<file path="config.mk">
export PLATFORM = sky130hd
export DESIGN_NAME = boreal_ledger_auditor
export DESIGN_NICKNAME = d
export VERILOG_FILES = /design/src/rtl/boreal_ledger_auditor.sv
export SDC_FILE = /design/constraint.sdc
export NUM_CORES = 2
export LEC_CHECK = 0
export CAP_MARGIN = 20
export CORE_ASPECT_RATIO = 1.5
export CORE_MARGIN = 8
export CORE_UTILIZATION = 30
export DETAILED_ROUTE_END_ITERATION = 10
export GPL_TIMING_DRIVEN = 0
export PLACE_DENSITY_LB_ADDON = 0.15
export SETUP_SLACK_MARGIN = 0.05
export SYNTH_ARGS = -nofsm -noshare
export SYNTH_HDL_FRONTEND = slang
export SYNTH_SLANG_ARGS = --single-unit
</file>
<file path="constraint.sdc">
create_clock -name clk -period 11.15 [get_ports clk]
set_input_delay 2.23 -clock clk [delete_from_list [all_inputs] [get_ports clk]]
set_output_delay 2.23 -clock clk [all_outputs]
set_load 0.01 [all_outputs]
</file>
<file path="src/rtl/boreal_ledger_auditor.sv">
// ---------------------------------------------------------------------------
// boreal_ledger_auditor
//
// Read-back verifier for the Phase-B ledger. On start it reads entries
// 0..n-1 and checks that each entry's 64-bit prefix (bits 255:192) equals
// the running FNV-1a-64 chain hash. It then folds the whole 256-bit entry
// into the chain, one byte per cycle with the LSB byte first. The audit
// stops at the first mismatching entry.
//
// Ports
//   clk         in   1    clock, rising edge
//   rst         in   1    asynchronous active-high reset
//   start       in   1    begin audit (sampled only when idle)
//   count       in   11   entries to audit, clamped to 1024
//   rd_req      out  1    ledger read strobe, one cycle per entry
//   rd_addr     out  10   ledger read address
//   rd_data     in   256  ledger read data, valid the cycle after rd_req
//   busy        out  1    audit in progress
//   done        out  1    one-cycle pulse at audit end
//   pass        out  1    audit result, held until the next accepted start
//   fail_addr   out  10   first mismatching address (0 on pass)
//   final_hash  out  64   chain hash after the last entry checked/folded
//   entries_ok  out  11   number of entries verified
// ---------------------------------------------------------------------------
module boreal_ledger_auditor #(
    parameter logic [63:0] SEED  = 64'hCBF2_9CE4_8422_2325,
    parameter logic [63:0] PRIME = 64'h0000_0100_0000_01B3
) (
    input  logic         clk,
    input  logic         rst,
    input  logic         start,
    input  logic [10:0]  count,
    output logic         rd_req,
    output logic [9:0]   rd_addr,
    input  logic [255:0] rd_data,
    output logic         busy,
    output logic         done,
    output logic         pass,
    output logic [9:0]   fail_addr,
    output logic [63:0]  final_hash,
    output logic [10:0]  entries_ok
);

    typedef enum logic [2:0] {IDLE, REQ, CHECK, HASH, DONE} state_t;

    state_t         state;
    state_t         state_next;

    logic [10:0]    n;
    logic [9:0]     addr;
    logic [63:0]    h;
    logic [255:0]   entry;
    logic [4:0]     k;
    // An empty audit spends one cycle in IDLE with this flag set, so that
    // done appears one cycle after the accepting edge instead of on it.
    logic           zero_pend;

    logic [10:0]    count_clamped;
    logic           launch;
    logic           prefix_ok;
    logic           last_byte;
    logic           last_entry;
    logic [63:0]    h_fold;

    assign count_clamped = (count > 11'd1024) ? 11'd1024 : count;
    assign launch        = (state == IDLE) && !zero_pend && start;
    assign prefix_ok     = (rd_data[255:192] == h);
    assign last_byte     = (k == 5'd31);
    assign last_entry    = ((entries_ok + 11'd1) == n);
    // Mod-2^64 product: the 64-bit assignment truncates the upper half.
    assign h_fold        = (h ^ {56'h0, entry[{k, 3'b000} +: 8]}) * PRIME;
    assign rd_addr       = addr;

    // NOTE: state updates use non-blocking assignments so every register
    // samples pre-edge values regardless of process ordering.
    always_ff @(posedge clk or posedge rst) begin
        if (rst) begin
            state <= IDLE;
        end else begin
            state <= state_next;
        end
    end

    // NOTE: every output of this block is defaulted first; a path that left
    // one unassigned would infer a latch.
    always_comb begin
        state_next = state;
        rd_req     = 1'b0;
        busy       = 1'b0;
        done       = 1'b0;
        case (state)
            IDLE: begin
                busy = zero_pend;
                if (zero_pend) begin
                    state_next = DONE;
                end else if (start && (count_clamped != 11'd0)) begin
                    state_next = REQ;
                end
            end
            REQ: begin
                rd_req     = 1'b1;
                busy       = 1'b1;
                state_next = CHECK;
            end
            CHECK: begin
                busy       = 1'b1;
                state_next = prefix_ok ? HASH : DONE;
            end
            HASH: begin
                busy = 1'b1;
                if (last_byte) begin
                    state_next = last_entry ? DONE : REQ;
                end
            end
            DONE: begin
                done       = 1'b1;
                state_next = IDLE;
            end
            default: state_next = IDLE;
        endcase
    end

    always_ff @(posedge clk or posedge rst) begin
        if (rst) begin
            n          <= '0;
            addr       <= '0;
            h          <= '0;
            k          <= '0;
            zero_pend  <= 1'b0;
            pass       <= 1'b0;
            fail_addr  <= '0;
            final_hash <= '0;
            entries_ok <= '0;
        end else begin
            case (state)
                IDLE: begin
                    if (zero_pend) begin
                        zero_pend  <= 1'b0;
                        pass       <= 1'b1;
                        final_hash <= h;
                    end else if (launch) begin
                        n          <= count_clamped;
                        addr       <= '0;
                        h          <= SEED;
                        pass       <= 1'b0;
                        fail_addr  <= '0;
                        entries_ok <= '0;
                        zero_pend  <= (count_clamped == 11'd0);
                    end
                end
                CHECK: begin
                    if (!prefix_ok) begin
                        fail_addr  <= addr;
                        pass       <= 1'b0;
                        final_hash <= h;
                    end else begin
                        k <= '0;
                    end
                end
                HASH: begin
                    h <= h_fold;
                    k <= k + 5'd1;
                    if (last_byte) begin
                        entries_ok <= entries_ok + 11'd1;
                        // Wraps 1023->0 only after entry 1024, which is terminal.
                        addr       <= addr + 10'd1;
                        if (last_entry) begin
                            pass       <= 1'b1;
                            final_hash <= h_fold;
                        end
                    end
                end
                default: ;
            endcase
        end
    end

    // NOTE: the entry buffer is pure datapath, always written in CHECK before
    // it is read in HASH, so it carries no reset.
    always_ff @(posedge clk) begin
        if (state == CHECK) begin
            entry <= rd_data;
        end
    end

endmodule

</file>
==> impl_results.md <==
* H-Tree Depth at 2
* Share of cells above drive strength 1 at 0.0588
* Drt total wl at between 100,000 and 150,000 µm
* Hold WC Path Type: flop to flop
* Initial antenna violation count at 9
* Setup repair bufs after CTS at 0
* R2R cell count at 29
* GR Util met2 at 0.363
* Synth Cell Area at 0.0329 mm²
* CTS tree: yes
* Critical path launch point: k[1]$_DFFE_PP0P_
* Final setup violation count at 0
* Seq. cell area at 0.0122 mm²
* Slew HR at 0.241
* Setup crit end: h[63]$_DFFE_PP0P_
* Worst-Margin Slew at 1.14 ns
* Most frequently used flop master after synthesis: edfxtp_1
* Number of synthesis warnings at 0
* CTS sink cnt at 436
* Area of the multi-input gates at 0.0185 mm²
* Largest stage delay, worst path at 0.84 ns
* Total number of vias at 23,300
* Worst-path clk slew at about 0.06 ns
* EDFF count, synth at 256
* Io pins at 369
* Detailed Place HPWL at 101,000 µm
* Final core occ at 0.368
* Synth unique cells at 70
* Row count at between 100 and 150
* Pre-Repair DR Iteration Count at 5
* Register area share after synthesis at 0.371
* Largest net degree at the start of global routing at 87
* GRT Total Usage at 0.202
* Cell with the most instances on the worst path: ha_1
* GRT met3 Usage at 0.0356
* Critical Path RT at 11.60 ns
* FF-to-FF setup slack at 0.50 ns
* CP bufs+invs at 6
* Routing usage on met1 at 0.240
* Die area at 0.121 mm²
* Filler Cell Count at between 10,000 and 15,000
* Final Skew at 0.0246 ns
* Startpoint Class: flop
* Period Utilization, post-route at 0.955
* Syn_nets at approximately 3,800
* GPL Wtd Cong at 0.878
* Crit-path leading delay family: adder cells
* DRC violation count after routing at 0
* Starting Density at 0.301
* Die height at 422 µm
* Core ar. at about 0.11 mm²
* Final Hold Fails at 0
* Grt ovf at 0
* Async set or reset register ratio after synthesis at 0.413
* Via density at 4.89
* Area grow syn2layout at 22.3%
* First-pass GRT wire length at between 150,000 and 200,000 µm
* Final Net Count at 4,237
* Synth Area per Inst at 11.5 µm²
* Clock Tree Root: clkbuf_16
* Critical Path End Type: flop
* Initial DRC count at 1,248
* Most used routing layer: met2
* Clk_lat worst skew at slightly above 0.6 ns
* FF-to-FF End: h[63]$_DFFE_PP0P_
* WL per Instance at 25.7 µm
* Crit. path cell count at 29
* Port Buffers at between 300 and 400
* TritonCTS Buffers at between 40 and 50
* Post-synthesis cell count at 2,867
* Worst path arrival time at 11.10 ns
* Detail Route Antenna Nets at 0
* Number of global-route vias before repair at 25,100
* Status: completed
* Final min period at 10.65 ns
* Yosys reg bits at 436
* MaxCap Viol Count at 0
* Setup CP Type: flop to flop
* Worst Path Max Fanout at 10
* RSZ-0062 raised after global routing: no
* Reg2reg start: k[1]$_DFFE_PP0P_
* Max Freq at 93.9 MHz
* Max Buffers Root-to-Sink at 3
* Pins Over Slew Limit at 0
* Die Wd at 286 µm
* CP max stage cell: clkbuf_1
-- cells in the mapped netlist (all sizes together), types with 11 or more instances --
library cell	number	area (µm²)
a211oi	12	90.1
a21o	50	375
a21oi	120	604
a22o	23	201
a31oi	37	231
and3	15	93.8
buf	30	133
clkbuf	80	300
dfrtp	180	4500
edfxtp	256	7690
fa	243	4860
ha	425	5320
inv	478	1790
mux4	80	1800
nand2	209	785
nand3	38	195
nand4	24	150
nor2	118	450
nor3	15	86.3
nor4	20	125
o211ai	11	82.6
o21ai	113	577
o21bai	12	90.1
xnor2	83	727
xor2	91	797
-- state kept, by name, indices dropped and copies added (netlist names) --
name	flops
pass	1
fail_addr	10
k	5
rd_addr	10
n	11
h	64
entry	256
final_hash	64
state	3
entries_ok	11
zero_pend	1
-- what timing repair did --
item                                    in CTS  in global routing
endpoints found under the setup margin       0                  6
hold buffers                                 0                  0
resized for setup                            0                  6
-- how the worst min path moves through the flow --
stage | from | to | slack, ns | cells past startpoint
2_1_floorplan | n[0]$_DFFE_PP0P_ | n[0]$_DFFE_PP0P_ | 0.46 | 2
3_3_place_gp | final_hash[8]$_DFFE_PP0P_ | final_hash[8]$_DFFE_PP0P_ | 0.46 | 2
3_5_place_dp | final_hash[8]$_DFFE_PP0P_ | final_hash[8]$_DFFE_PP0P_ | 0.47 | 2
4_1_cts | final_hash[8]$_DFFE_PP0P_ | final_hash[8]$_DFFE_PP0P_ | 0.48 | 2
5_1_grt | final_hash[34]$_DFFE_PP0P_ | final_hash[34]$_DFFE_PP0P_ | 0.50 | 2
6_report | final_hash[8]$_DFFE_PP0P_ | final_hash[8]$_DFFE_PP0P_ | 0.47 | 2
-- layout by cell type (no fill, tap or decap), drive strengths merged, types with 23 or more instances in the layout --
master	synthesis	layout
nand4	24	24
a21o	50	50
clkinv	0	23
inv	478	479
xnor2	83	83
a22o	23	23
o21ai	113	113
mux4	80	80
clkbuf	80	136
ha	425	425
edfxtp	256	256
dfrtp	180	180
buf	30	43
nand2	209	209
a21oi	120	120
xor2	91	91
clkdlybuf4s50	0	368
nand3	38	38
fa	243	243
nor2	118	118
a31oi	37	37
-- cell families (layout without fill, tap and decap cells) --
kind of cell / Yosys count / after routing / share of synthesized area
adders and majority gates: 668 / 668 / 0.309
buffers and inverters: 588 / 1057 / 0.0677
and+or+nand+nor: 480 / 480 / 0.0661
DFF: 436 / 436 / 0.371
AOI/OAI and AO/OA: 432 / 432 / 0.0824
xor gates and xnor gates: 174 / 174 / 0.0463
muxes: 89 / 89 / 0.0575
other: 0 / 7 / 0
-- metrics by stage --
stage,area (µm²),std cells,worst slack (ns),TNS (ns),hold WS [ns]
floorplan,32900,2867,2.73,0,0.456
global placement,38400,4669,-1.61,-12.30,0.461
detailed placement,38700,4685,0.336,0,0.469
CTS,40200,4770,0.232,0,0.484
global route,40200,4773,0.0648,0,0.496
finish,40200,4777,0.499,0,0.475
-- routing by layer --
layer  up-vias  part of all wire
li1      10700                 -
met1     11900              0.40
met2       633              0.51
met3       143             0.056
met4         2             0.036
met5         -          0.000073
-- cell type report --
cell class	instances	area share
well taps	1434	0.0446
inverters	478	0.0448
flip-flops and latches	436	0.303
multi-input cells	1843	0.460
diodes	7	0.000435
clock inverters	31	0.00715
plain buffers	110	0.0110
clock buffers	54	0.0294
repair buffers	384	0.100
-- worst min-delay path, cell delays in order (launching register included) --
cell and delay, ns:
dfrtp_1 0.34, nand2_1 0.05, o21ai_0 0.06
Power is left out: the tool's default activity adds up to more than one toggle a clock period on the data nets, which glitch-free logic cannot reach.
